<file path="src/rtl/sr_sched_pkg.sv">
// Shared state encoding and sizing helpers for the SR latch bank scheduler.
package sr_sched_pkg;

  typedef enum logic [2:0] {
    ST_IDLE  = 3'd0,
    ST_SETUP = 3'd1,
    ST_PULSE = 3'd2,
    ST_HOLD  = 3'd3,
    ST_ACK   = 3'd4
  } state_e;

  // The counter only ever holds (phase length - 1).
  function automatic int cnt_width(input int setup_cycles, input int pulse_cycles);
    int longest;
    longest = (setup_cycles > pulse_cycles) ? setup_cycles : pulse_cycles;
    return (longest > 1) ? $clog2(longest) : 1;
  endfunction

  function automatic int grant_width(input int num_req);
    return (num_req > 1) ? $clog2(num_req) : 1;
  endfunction

endpackage

</file>
<file path="src/rtl/sr_latch_bank_scheduler_rr_arbiter.sv">
// Combinational round-robin pick: first asserted request at or above rrPtr_i, wrapping.
module rr_arbiter
  import sr_sched_pkg::*;
#(
  parameter int  NUM_REQ = 4,
  localparam int GW      = grant_width(NUM_REQ)
) (
  input  logic [NUM_REQ-1:0] reqValid_i,
  input  logic [GW-1:0]      rrPtr_i,
  output logic [GW-1:0]      winner_o,
  output logic               anyValid_o
);

  logic [NUM_REQ-1:0] rot;
  logic [GW:0]        offs;
  logic [GW:0]        sum;

  // Rotate so bit 0 is the requester at rrPtr_i; the lowest set bit then wins.
  assign rot        = NUM_REQ'({reqValid_i, reqValid_i} >> rrPtr_i);
  assign anyValid_o = |reqValid_i;

  always_comb begin
    offs = '0;
    for (int j = NUM_REQ - 1; j >= 0; j--) begin
      if (rot[j]) begin
        offs = (GW+1)'(j);
      end
    end
    sum = {1'b0, rrPtr_i} + offs;
    if (sum >= (GW+1)'(NUM_REQ)) begin
      sum = sum - (GW+1)'(NUM_REQ);
    end
    winner_o = sum[GW-1:0];
  end

endmodule

</file>
<file path="src/rtl/sr_latch_bank_scheduler.sv">
// Round-robin sequencer sharing one gated SR latch among NUM_REQ requesters.
// Define SR_LATCH_READBACK_CHECK_EN to build the HOLD-cycle readback check driving errorFlag.
module sr_latch_bank_scheduler
  import sr_sched_pkg::*;
#(
  parameter int  NUM_REQ      = 4,
  parameter int  SETUP_CYCLES = 1,
  parameter int  PULSE_CYCLES = 2,
  localparam int GW           = grant_width(NUM_REQ),
  localparam int CW           = cnt_width(SETUP_CYCLES, PULSE_CYCLES)
) (
  input  logic               clock,
  input  logic               nReset,
  input  logic [NUM_REQ-1:0] reqValid,
  input  logic [NUM_REQ-1:0] reqSet,
  output logic [NUM_REQ-1:0] reqAck,
  output logic               latchEnable,
  output logic               latchSet,
  output logic               latchReset,
  input  logic               latchOut,
  output logic               busy,
  output logic [GW-1:0]      grantId,
  output logic               errorFlag
);

  state_e             state_q, state_d;
  logic [CW-1:0]      cnt_q, cnt_d;
  logic [GW-1:0]      grant_q, grant_d;
  logic [GW-1:0]      rrPtr_q, rrPtr_d;
  logic [GW-1:0]      winner;
  logic               anyValid;
  logic               opSet_q, opSet_d;
  logic               latchEnable_q, latchEnable_d;
  logic               latchSet_q, latchSet_d;
  logic               latchReset_q, latchReset_d;
  logic               busy_q, busy_d;
  logic [NUM_REQ-1:0] reqAck_q, reqAck_d;
  logic               driving;

  rr_arbiter #(.NUM_REQ(NUM_REQ)) u_arb (
    .reqValid_i (reqValid),
    .rrPtr_i    (rrPtr_q),
    .winner_o   (winner),
    .anyValid_o (anyValid)
  );

  // The counter is reloaded with (length - 1) on entry to each timed phase.
  always_comb begin
    state_d = state_q;
    cnt_d   = cnt_q;
    grant_d = grant_q;
    opSet_d = opSet_q;
    rrPtr_d = rrPtr_q;
    unique case (state_q)
      ST_IDLE: begin
        if (anyValid) begin
          state_d = ST_SETUP;
          cnt_d   = CW'(SETUP_CYCLES - 1);
          grant_d = winner;
          opSet_d = reqSet[winner];
        end
      end
      ST_SETUP: begin
        if (cnt_q == '0) begin
          state_d = ST_PULSE;
          cnt_d   = CW'(PULSE_CYCLES - 1);
        end else begin
          cnt_d = cnt_q - CW'(1);
        end
      end
      ST_PULSE: begin
        if (cnt_q == '0) begin
          state_d = ST_HOLD;
          cnt_d   = '0;
        end else begin
          cnt_d = cnt_q - CW'(1);
        end
      end
      ST_HOLD: begin
        state_d = ST_ACK;
        cnt_d   = '0;
      end
      ST_ACK: begin
        state_d = ST_IDLE;
        cnt_d   = '0;
        rrPtr_d = (grant_q == GW'(NUM_REQ - 1)) ? '0 : grant_q + GW'(1);
      end
      default: begin
        state_d = ST_IDLE;
        cnt_d   = '0;
      end
    endcase
  end

  // Outputs are decoded from the next state so they are registered yet line up with it.
  always_comb begin
    driving       = (state_d == ST_SETUP) || (state_d == ST_PULSE) || (state_d == ST_HOLD);
    latchSet_d    = driving & opSet_d;
    latchReset_d  = driving & ~opSet_d;
    latchEnable_d = (state_d == ST_PULSE);
    busy_d        = (state_d != ST_IDLE);
    reqAck_d      = (state_d == ST_ACK) ? (NUM_REQ'(1) << grant_d) : '0;
  end

  always_ff @(posedge clock or negedge nReset) begin
    if (!nReset) begin
      state_q       <= ST_IDLE;
      cnt_q         <= '0;
      grant_q       <= '0;
      opSet_q       <= 1'b0;
      rrPtr_q       <= '0;
      latchEnable_q <= 1'b0;
      latchSet_q    <= 1'b0;
      latchReset_q  <= 1'b0;
      busy_q        <= 1'b0;
      reqAck_q      <= '0;
    end else begin
      state_q       <= state_d;
      cnt_q         <= cnt_d;
      grant_q       <= grant_d;
      opSet_q       <= opSet_d;
      rrPtr_q       <= rrPtr_d;
      latchEnable_q <= latchEnable_d;
      latchSet_q    <= latchSet_d;
      latchReset_q  <= latchReset_d;
      busy_q        <= busy_d;
      reqAck_q      <= reqAck_d;
    end
  end

  assign latchEnable = latchEnable_q;
  assign latchSet    = latchSet_q;
  assign latchReset  = latchReset_q;
  assign busy        = busy_q;
  assign grantId     = grant_q;
  assign reqAck      = reqAck_q;

`ifdef SR_LATCH_READBACK_CHECK_EN
  logic errorFlag_q, errorFlag_d;

  // Sticky: any HOLD cycle where the latch disagrees with the requested op.
  assign errorFlag_d = errorFlag_q | ((state_q == ST_HOLD) && (latchOut != opSet_q));

  always_ff @(posedge clock or negedge nReset) begin
    if (!nReset) begin
      errorFlag_q <= 1'b0;
    end else begin
      errorFlag_q <= errorFlag_d;
    end
  end

  assign errorFlag = errorFlag_q;
`else
  logic unused_latchOut;
  assign unused_latchOut = latchOut;
  assign errorFlag       = 1'b0;
`endif

endmodule

</file>
<file path="config.mk">
export PLATFORM = sky130hd
export DESIGN_NAME = sr_latch_bank_scheduler
export DESIGN_NICKNAME = d
export VERILOG_FILES = /design/src/rtl/sr_sched_pkg.sv /design/src/rtl/sr_latch_bank_scheduler_rr_arbiter.sv /design/src/rtl/sr_latch_bank_scheduler.sv
export SDC_FILE = /design/constraint.sdc
export NUM_CORES = 1
export LEC_CHECK = 0
export CORE_ASPECT_RATIO = 1.5
export CORE_MARGIN = 2
export CORE_UTILIZATION = 45
export CTS_BUF_LIST = sky130_fd_sc_hd__clkbuf_4 sky130_fd_sc_hd__clkbuf_8
export DETAILED_ROUTE_END_ITERATION = 8
export GPL_ROUTABILITY_DRIVEN = 1
export MAX_ROUTING_LAYER = met4
export PLACE_DENSITY_LB_ADDON = 0.3
export SLEW_MARGIN = 10
export SYNTH_ARGS = -nofsm -noshare
export SYNTH_HDL_FRONTEND = slang
export SYNTH_SLANG_ARGS = --single-unit
export TNS_END_PERCENT = 50
</file>
<file path="constraint.sdc">
create_clock -name clock -period 3.7 [get_ports clock]
set_input_delay 0.37 -clock clock [delete_from_list [all_inputs] [get_ports clock]]
set_output_delay 0.37 -clock clock [all_outputs]
set_load 0.05 [all_outputs]
</file>
Word-level counts from Yosys, hierarchy flattened:

Index checks and enable logic that the tools add are counted.

* output and inout bits: 11
* flip-flop bits (word level): 17
* word-level logic and storage cells: 57

* bitwise gates (word level): 3
* eq/ne operators: 10
* $add $sub $neg: 4
* order comparisons: 2
* reduce and logical (&&, ||, !) cells: 5
* shift-type cells: 2
* muxes and demuxes: 21

Operator list (count)
* 2-to-1 mux 2 bit: 8
* equality test 3 x 2 -> 1 bit (second input constant): 4
* one-hot mux 3 bit (4 select lines): 1
* 2-to-1 mux 3 bit: 3
* >> shifter 8 x 2 -> 4 bit: 1
* equality test 3 x 1 -> 1 bit (second input constant): 2
* equality test 3 bit (second input constant): 2
* 2-to-1 mux 1 bit: 6
* 2-to-1 mux 4 bit: 1
* OR reduction 4 bit: 1
* << shifter 1 x 2 -> 4 bit (first input constant): 1
* adder 2 x 2 -> 3 bit: 1
* >= comparator 3 bit (second input constant): 1
* logical NOT 3 bit: 1
* less-than comparator 2 x 3 -> 1 bit (second input constant): 1
* one-hot mux 1 bit (3 select lines): 1
* nonzero test 3 bit: 1
* adder 2 x 1 -> 2 bit (second input constant): 1
* bitwise AND 1 bit: 2
* binary-select mux 1 bit (select 2 bit): 1
* equality test 2 bit (second input constant): 1
* logical OR 1 bit: 2
* inequality test 2 bit (second input constant): 1
* subtractor 2 x 1 -> 2 bit (second input constant): 1
* other kinds (2): 2

Depth between registers and ports, before layout:

Gate-level depths: netlist of run 1.

* depth after elaboration: 14
* mapped depth: 11
* mapped depth without buffers: 10

Hierarchy:

A second synthesis of run 1 with hierarchy kept.

* cell total of the unflattened synthesis: 91
* area, all modules: 973.4 um2

Modules (own cells, without submodules)
* sr_latch_bank_scheduler: instances 1, cells an instance 64, area each 794.5 um2
* rr_arbiter: instances 1, cells an instance 27, area each 178.9 um2

Worst setup path after synthesis of run 1:

No wires, ideal clock.

* kind: register -> register
* start: reg rrPtr_q[1]
* end: reg latchReset_q, in the netlist latchReset
* stages on the path, launching flop included: 12
* slack: 1384 ps
* library setup time: 120 ps
* arrival time: 2196 ps
* buffers on the path: 1
* data required time: 3580 ps
* cells stage by stage: dfrtp_1 clkbuf_1 nand2_1 a21oi_1 nor2_1 a211oi_1 a21oi_1 ha_1 xnor2_1 or3_4 a211o_1 and3b_1

* cells in the longest elaborated chain, start to end: 14
* elaborated cells on any way between the ends: 15

RTL lines
* from (decl): RTL line sr_latch_bank_scheduler.sv:29 `logic [GW-1:0] rrPtr_q, rrPtr_d;`
* from (signal assigned): RTL line sr_latch_bank_scheduler.sv:122 `rrPtr_q <= rrPtr_d;`
* >> shifter 8 x 2 -> 4 bit: RTL line sr_latch_bank_scheduler_rr_arbiter.sv:19 `assign rot = NUM_REQ'({reqValid_i, reqValid_i} >> rrPtr_i);`
* 2-to-1 mux 2 bit (4 in series): RTL line sr_latch_bank_scheduler_rr_arbiter.sv:25 `if (rot[j]) begin`
* adder 2 x 2 -> 3 bit (*): RTL line sr_latch_bank_scheduler_rr_arbiter.sv:29 `sum = {1'b0, rrPtr_i} + offs;`
* >= comparator 3 bit / subtractor 2 x 1 -> 2 bit (equally long branches): RTL line sr_latch_bank_scheduler_rr_arbiter.sv:30, sr_latch_bank_scheduler_rr_arbiter.sv:31
* 2-to-1 mux 2 bit (*): RTL line sr_latch_bank_scheduler_rr_arbiter.sv:30 `if (sum >= (GW+1)'(NUM_REQ)) begin`
* binary-select mux 1 bit (select 2 bit) (*): RTL line sr_latch_bank_scheduler.sv:60 `opSet_d = reqSet[winner];`
* 2-to-1 mux 1 bit (implied by the code) (*): RTL line sr_latch_bank_scheduler.sv:60
* 2-to-1 mux 1 bit (*): RTL line sr_latch_bank_scheduler.sv:56 `if (anyValid) begin`
* 2-to-1 mux 1 bit (*): RTL line sr_latch_bank_scheduler.sv:54 `unique case (state_q)`
* NOT 1 bit (*): RTL line sr_latch_bank_scheduler.sv:99 `latchReset_d = driving & ~opSet_d;`
* bitwise AND 1 bit (*): RTL line sr_latch_bank_scheduler.sv:99
* net latchReset_d: RTL line sr_latch_bank_scheduler.sv:35 `logic latchReset_q, latchReset_d;`
* to (signal assigned): RTL line sr_latch_bank_scheduler.sv:125 `latchReset_q <= latchReset_d;`
* to (decl): RTL line sr_latch_bank_scheduler.sv:35

Mark *: on every way through the listed nets, which the timed path passes. The rest lies on a longest branch. The select of a mux whose other input is x is not followed.
A chain may end at the register's enable or synchronous reset.

Final worst setup path of run 1:

* start: in reqValid[3]
* end: reg latchReset_q, in the netlist latchReset

* cells in the longest elaborated chain, start to end: 14
* elaborated cells on any way between the ends: 23

RTL lines
* from (decl): RTL line sr_latch_bank_scheduler.sv:14 `input logic [NUM_REQ-1:0] reqValid,`
* >> shifter 8 x 2 -> 4 bit: RTL line sr_latch_bank_scheduler_rr_arbiter.sv:19
* 2-to-1 mux 2 bit (4 in series): RTL line sr_latch_bank_scheduler_rr_arbiter.sv:25
* adder 2 x 2 -> 3 bit: RTL line sr_latch_bank_scheduler_rr_arbiter.sv:29
* >= comparator 3 bit / subtractor 2 x 1 -> 2 bit (equally long branches): RTL line sr_latch_bank_scheduler_rr_arbiter.sv:30, sr_latch_bank_scheduler_rr_arbiter.sv:31
* 2-to-1 mux 2 bit: RTL line sr_latch_bank_scheduler_rr_arbiter.sv:30
* binary-select mux 1 bit (select 2 bit): RTL line sr_latch_bank_scheduler.sv:60
* 2-to-1 mux 1 bit (implied by the code): RTL line sr_latch_bank_scheduler.sv:60
* 2-to-1 mux 1 bit: RTL line sr_latch_bank_scheduler.sv:56
* 2-to-1 mux 1 bit: RTL line sr_latch_bank_scheduler.sv:54
* NOT 1 bit: RTL line sr_latch_bank_scheduler.sv:99
* bitwise AND 1 bit (*): RTL line sr_latch_bank_scheduler.sv:99
* net latchReset_d: RTL line sr_latch_bank_scheduler.sv:35

Marks and branches as above.

==> parameters.txt, run 1 <==
Parameter                              Value

Drt
  Residual DRC    0
  Number of nets still failing antenna checks after routing    0
  Count of routing violations after the opening detailed-route iteration    12
  Total number of vias    about 730
  Total iterations of the first detailed-routing run    4
  Drt via density    roughly 5.6
  Post-DR wirelength/cell    between 10 and 15 um
  Post-detailed-routing wire length    1721 um

Timing
  Total count of hold-check failures in the final report    0
  Max-slew violation count    0
  Final setup vio count    0
  Relative slew slack    0.5193
  Clock Skew    between 0.003 and 0.004 ns
  Post-layout minimum cycle time    around 2.5 ns
  Total negative slack for setup checks    0 ns
  Ratio of final minimum period to clock period    0.6865
  Unrepaired setup endpoints after global routing    no
  Worst Max-Slew Pin Slew    ~0.72 ns
  Setup WS post-layout    1.160 ns
  Top achievable clock speed    just under 400 MHz

Floorplanning
  Number of core rows    19
  Placeable Area    1854 sq um
  Vertical die dimension    58.84 um
  Starting utilization of the core area    0.4865
  Number of I/O pins    22
  Full die area    2386 sq um
  Width of the die    40.56 um

Worst setup path
  Critical Path RT    3.88 ns
  Maximum fanout along the worst path    6
  Category of the critical setup timing path    primary input to register
  Critical Path AT    approximately 2.7 ns
  Slack of the worst reg-to-reg path    1.30 ns
  Endpoint kind of the worst setup timing path    register
  Reg-to-Reg Start    rrPtr_q[1]
  RR Endpoint    latchReset
  Register-to-Register Path Depth    10
  Type of origin of the critical path    primary input

Synthesis
  Mean instance size in the synthesized netlist    9.597 sq um
  Part of the Yosys area used for sequential elements    0.4716
  Cell area after synthesis    902.1 sq um
  Number of unique standard cell types used by synthesis    33
  Number of synthesized register bits    17
  Gate count of the mapped netlist    94
  Synthesized Nets    107
  Warnings, synthesis    0
  Async SR Flop Fraction    1.000
  Number of synthesized flops with an enable pin    0
  Main flop type after synthesis    dfrtp_1

Final layout
  Share of cells above drive strength 1    0.08108
  Antenna diode count    0
  Fill cells    ~170
  Syn-to-layout area delta    23.30%
  Final standard cell area without fillers    1112 sq um
  Layout net count    125

Job
  Number of maximum-capacitance violations    0

GRT
  Largest net degree at the start of global routing    18
  Antenna violations before repair    0
  Number of global-route vias before repair    714
  First-pass GRT wire length    2856 um
  Total global-route track usage    0.1813
  Total grt overflow    0

Clock network
  Buffer count from post-CTS setup fixing    0
  Count of H-tree levels built during CTS    1
  Resize count post-CTS    0
  Clk Tree Root Cell    clkbuf_4
  CTS Buf Count    3
  Clock Sink Count    17
  Clock latency on the worst-skew pair    0.28 ns
  CTS tree    built
  Clock transition at the registers of the reported paths    0.09 ns
  Hold buffers post-CTS    0
  Maximum buffer depth of the clock tree    2

Pwr
  Areal power density over the cells    895.1 nW/um^2
  Pleak    around 0.47 nW
  VDD IR max    0.0004359 V

Placed design
  Count of buffers from port buffering    19
  Total cell area at the placement stage    1085 sq um
  Worst slack at placement    0.8753 ns
  Half-perimeter wire length of the detailed placement result    1364 um
  Placer's final routability congestion estimate    slightly above 0.7

Status
  Run status    completed

Hold path
  Hold WC Path Type    primary input to asynchronous set/reset pin
[routing by layer]
metal  share of wire  global-route usage  up-vias  wire [um]
li1                -                   -      359          -
met1            0.37              0.1839      353        629
met2            0.58              0.3197       17        999
met3           0.033             0.01132        4         56
met4           0.021              0.1000        0         36
met5               0                   -        -          0
[flip-flops by register name, indices dropped and copies added, names as in the netlist]
register	count
opSet_q	1
busy	1
latchReset	1
latchSet	1
cnt_q	1
reqAck	4
rrPtr_q	2
grantId	2
state_q	3
latchEnable	1
[layout by cell type (no fill, tap or decap)]
master           instances
clkbuf_4                 3
ha_1                     2
a31oi_1                  1
clkdlybuf4s50_1         19
or4_1                    1
and2_1                   2
a32o_1                   1
a211o_1                  1
conb_1                   1
nor2b_1                  3
mux2i_1                  2
nand2b_1                 2
nor3b_1                  1
dfrtp_1                 17
nand3b_1                 1
a211oi_1                 3
and3b_1                  1
or3_4                    1
or2_1                    1
o32a_1                   2
mux2_4                   1
inv_1                    1
nand2_1                 12
o31ai_1                  2
nor3_1                   3
or3_1                    2
a21oi_1                  5
clkinv_2                 1
xnor2_1                  1
mux2_2                   2
nor2_1                  13
a31oi_2                  1
o21ai_0                  2
[how the worst max path moves through the flow]
| stage | cells after the start | slack (ns) | from | to |
|---|---|---|---|---|
| after floorplan | 11 | 1.38 | rrPtr_q[1] | latchReset |
| after global placement | 11 | 0.90 | reqValid[2] | latchReset |
| after detailed placement | 11 | 0.88 | reqValid[2] | latchReset |
| after CTS | 11 | 1.17 | reqValid[2] | latchReset |
| after global routing | 11 | 0.99 | reqValid[2] | latchReset |
| final | 11 | 1.16 | reqValid[3] | latchReset |
[through the flow]
stage,hold slack (ns),instances,utilization,power (mW)
floorplan,0.07441,94,-,0.7608
global placement,0.5451,128,0.5850,0.8907
detailed placement,0.5602,128,0.5850,0.9100
CTS,0.5269,132,0.5999,1.006
global route,0.5678,132,0.5999,1.077
finish,0.5050,132,0.5999,0.9957
[cells by family after synthesis]
kind of cell    Yosys count  synth area share
compound gates           18            0.1442
mux                       5           0.06379
xor+xnor                  1          0.009711
buf+inv                   7           0.04160
simple gates             43            0.2372
flops                    17            0.4716
fa+ha+maj                 2           0.02773
other cells               1          0.004157
[cells in the mapped netlist (2+ instances only)]
library cell  count  area, sq um
dfrtp_1          17        425.4
nor2_1           13        48.80
nand2_1          12        45.04
a21oi_1           5        25.02
clkbuf_1          4        15.01
a211oi_1          3        22.52
nor2b_1           3        18.77
nor3_1            3        15.01
and2_1            2        12.51
ha_1              2        25.02
mux2_2            2        22.52
mux2i_1           2        20.02
nand2b_1          2        12.51
o21ai_0           2        10.01
o31ai_1           2        15.01
o32a_1            2        20.02
or3_1             2        12.51
[worst max-delay path: stages]
cell and delay, ns:
clkdlybuf4s50_1 0.50, nor2b_1 0.19, a21oi_1 0.12, nor2_1 0.05, a211oi_1 0.22, a21oi_1 0.08, ha_1 0.20, xnor2_1 0.13
or3_4 0.36, a211o_1 0.32, and3b_1 0.16
[cell type report]
class	count	area, sq um	share of cell area
multi-input cells	70	439.2	0.3948
flip-flops and latches	17	425.4	0.3825
repair buffers	19	190.2	0.1710
well taps	21	26.28	0.02362
clock buffers	3	22.52	0.02025
clock inverters	1	5.005	0.004499
inverters	1	3.754	0.003375
[report_power, final]
part / internal (mW) / switching [mW] / total, mW
Combinational: 0.234 / 0.320 / 0.554
Sequential: 0.262 / 0.0858 / 0.348
Clock: 0.0401 / 0.0537 / 0.0938
No activity file was read; power rests on OpenSTA's default activity.
==> run 2: changes to the inputs <==
==> constraint.sdc (replaced) <==
create_clock -name clock -period 2.4 [get_ports clock]
set_input_delay 0.24 -clock clock [delete_from_list [all_inputs] [get_ports clock]]
set_output_delay 0.24 -clock clock [all_outputs]
set_load 0.05 [all_outputs]
==> parameters.txt, run 2 (synthesis gave the netlist of run 1 again) <==
Parameter                              Value

Status
  Run status    completed (unchanged)

Floorplanning
  Width of the die    40.56 um (unchanged)
  Number of core rows    19 (unchanged)
  Vertical die dimension    58.84 um (unchanged)
  Placeable Area    1854 sq um (unchanged)
  Full die area    2386 sq um (unchanged)
  Number of I/O pins    22 (unchanged)
  Starting utilization of the core area    0.4865 (unchanged)

Timing
  Relative slew slack    0.5076 (was 0.5193)
  Unrepaired setup endpoints after global routing    yes (was no)
  Clock Skew    0.001692 ns (was 0.003091 ns)
  Worst hold-check slack    0.3833 ns (was 0.5050 ns)
  Post-layout minimum cycle time    between 2 and 2.5 ns
  Max-slew violation count    0 (unchanged)
  Ratio of final minimum period to clock period    0.9423
  Total count of hold-check failures in the final report    0 (unchanged)
  Final setup vio count    0 (unchanged)
  Top achievable clock speed    442.2 MHz
  Total negative slack for setup checks    0 ns (unchanged)
  Worst Max-Slew Pin Slew    0.7363 ns (was 0.7188 ns)

GRT
  Antenna violations before repair    0 (unchanged)
  Largest net degree at the start of global routing    18 (unchanged)
  Number of global-route vias before repair    693 (was 714)
  Total global-route track usage    0.1773 (was 0.1813)
  Total grt overflow    0 (unchanged)
  First-pass GRT wire length    2822 um (was 2856 um)

Drt
  Top Metal Used    met4 (unchanged)
  Total number of vias    753 (was 733)
  Post-DR wirelength/cell    12.69 um (was 13.04 um)
  Met2 Wirelength    968 um (was 999 um)
  Post-detailed-routing wire length    1751 um (was 1721 um)
  Wire length the detailed router placed on met1    711 um (was 629 um)
  Residual DRC    0 (unchanged)
  Routed wire length on met3    52 um (was 56 um)
  Number of nets still failing antenna checks after routing    0 (unchanged)
  Count of routing violations after the opening detailed-route iteration    12 (unchanged)
  Total iterations of the first detailed-routing run    4 (unchanged)
  Drt via density    5.457 (was 5.553)

Clock network
  Hold buffers post-CTS    0 (unchanged)
  CTS tree    built (unchanged)
  Count of H-tree levels built during CTS    1 (unchanged)
  Buffer count from post-CTS setup fixing    0 (unchanged)
  Clock latency on the worst-skew pair    0.28 ns (about the same)
  Clock Sink Count    17 (unchanged)
  CTS Buf Count    3 (unchanged)
  Clk Tree Root Cell    clkbuf_4 (unchanged)
  Maximum buffer depth of the clock tree    2 (unchanged)
  Clock transition at the registers of the reported paths    0.10 ns (was 0.09 ns)

Worst setup path
  Category of the critical setup timing path    register to register (was primary input to register)
  Type of origin of the critical path    register (was primary input)
  Maximum fanout along the worst path    6 (unchanged)
  Register-to-Register Path Depth    10 (unchanged)
  Standard cell with the maximum stage delay on the critical path    dfrtp_1 (was clkdlybuf4s50_1)
  Slack of the worst reg-to-reg path    0.14 ns (was 1.30 ns)
  Stage delay of the slowest cell on the critical path    0.44 ns (was 0.50 ns)
  Cell repeated most along the worst path    a21oi_1 (unchanged)
  Critical Path AT    2.44 ns (was 2.72 ns)
  Endpoint kind of the worst setup timing path    register (unchanged)
  RR Endpoint    latchReset (unchanged)
  Critical Path RT    2.58 ns (was 3.88 ns)
  Reg-to-Reg Start    rrPtr_q[1] (unchanged)
  Ordered list of cells on the worst path    nand2_1, a21oi_1, nor2_1, a211oi_1, a21oi_1, ha_1, xnor2_1, or3_4, a211o_1, and3b_1 (was clkdlybuf4s50_1, nor2b_1, a21oi_1, nor2_1, a211oi_1, a21oi_1, ha_1, xnor2_1, or3_4, a211o_1, and3b_1)

Placed design
  Placer's final routability congestion estimate    0.7016 (was 0.7238)
  Count of buffers from port buffering    19 (unchanged)
  Half-perimeter wire length of the detailed placement result    1363 um (was 1364 um)
  Cells after DPL    134 (was 128)

Pwr
  Areal power density over the cells    1344 nW/um^2 (was 895.1 nW/um^2)
  Sequential share of power    0.341 (was 0.350)
  Logic pwr share    0.563 (was 0.556)
  Internal power of the cells    0.8411 mW (was 0.5363 mW)
  Clock network fraction of total power    0.096 (was 0.094)
  Switching Share    0.4605 (was 0.4613)
  VDD IR max    0.0007660 V (was 0.0004359 V)
  Total power after layout    1.559 mW (was 0.9957 mW)
  Switching pwr    0.7181 mW (was 0.4594 mW)
  Pleak    0.5125 nW (was 0.4744 nW)

Final layout
  Fill cells    168 (unchanged)
  Leading cell type in the layout, fill and taps excluded    clkdlybuf4s50_1 (unchanged)
  Non-filler cells, final    138 (was 132)
  Most used cells in the layout excluding fill and tap cells    clkdlybuf4s50_1 (18), dfrtp_1 (17), nor2_1 (13), nand2_1 (12), buf_4 (6) (was clkdlybuf4s50_1 (19), dfrtp_1 (17), nor2_1 (13), nand2_1 (12), a21oi_1 (5))
  Layout net count    131 (was 125)
  Syn-to-layout area delta    28.57% (was 23.30%)
  Share of cells above drive strength 1    0.1282 (was 0.08108)
  Largest register FFs    4 (unchanged)
  Antenna diode count    0 (unchanged)

Job
  Number of maximum-capacitance violations    0 (unchanged)

Hold path
  Hold WC Path Type    primary input to asynchronous set/reset pin (unchanged)
run 2: changes by cell type in the layout (fill, tap and decap cells not counted):
cell,previous run,this run
buf_4,0,6
clkdlybuf4s50_1,19,18
dlymetal6s2s_1,0,1
run 2: timing repair:
item,CTS,global route
setup endpoints to repair,0,7
gates resized for setup,0,1
hold endpoints to repair,0,0
run 2: layer usage:
metal	global-route usage	vias to the layer above
met5	-	-
met3	0.03396	2
li1	-	373
met2	0.2925	13
met1	0.1935	365
met4	0.08571	0
run 2: critical path, delay by kind of cell (launching register included):
| kind | cells | cell delay, ns |
|---|---|---|
| AO/OA/AOI/OAI | 4 | 0.72 |
| adder cells (fa/ha/maj) | 1 | 0.20 |
| XOR/XNOR | 1 | 0.13 |
| AND/OR/NAND/NOR | 4 | 0.65 |
| flip-flops | 1 | 0.44 |
run 2: stage by stage:
step	setup WS [ns]	utilization	area (sq um)
finish	0.1386	0.6255	1160
global placement	-0.2173	0.6093	1130
detailed placement	-0.2730	0.6093	1130
global route	-0.03256	0.6255	1160
CTS	0.02117	0.6242	1157
floorplan	0.08377	-	902.1
run 2: worst max path at each step:
stage | endpoint | cells past startpoint | slack (ns) | start
floorplan | latchReset | 11 | 0.08 | rrPtr_q[1]
global placement | latchReset | 11 | -0.22 | reqValid[2]
detailed placement | latchReset | 11 | -0.27 | reqValid[2]
CTS | latchReset | 11 | 0.02 | reqValid[2]
global route | reqAck[2] | 10 | -0.03 | rrPtr_q[1]
finish | latchReset | 10 | 0.14 | rrPtr_q[1]
run 2: cell type report:
type | instances | area [sq um] | share of cell area
clock buffer | 3 | 22.52 | 0.01942
clock inverter | 1 | 5.005 | 0.004315
inverter | 1 | 3.754 | 0.003236
sequential | 17 | 425.4 | 0.3668
multi-input combinational | 70 | 439.2 | 0.3786
timing repair buffer | 25 | 237.7 | 0.2050
tap | 21 | 26.28 | 0.02265
run 2: power groups by stage:
| stage | Sequential, mW | Clock (mW) | Combinational (mW) |
|---|---|---|---|
| 3_5_place_dp | 0.534 | 0 | 0.879 |
| 5_1_grt | 0.551 | 0.171 | 0.962 |
| 3_3_place_gp | 0.525 | 0 | 0.867 |
| 4_1_cts | 0.527 | 0.153 | 0.885 |
| 2_1_floorplan | 0.667 | 0 | 0.506 |
| 6_report | 0.532 | 0.149 | 0.878 |
==> run 3: changes to the inputs <==
--- a/config.mk
+++ b/config.mk
@@ -5,6 +5,7 @@
 export SDC_FILE = /design/constraint.sdc
 export NUM_CORES = 1
 export LEC_CHECK = 0
+export ABC_AREA = 0
 export CORE_ASPECT_RATIO = 1.5
 export CORE_MARGIN = 2
 export CORE_UTILIZATION = 45
==> results of run 3 <==
Final layout, timing and power as in run 2 (identical DEF).
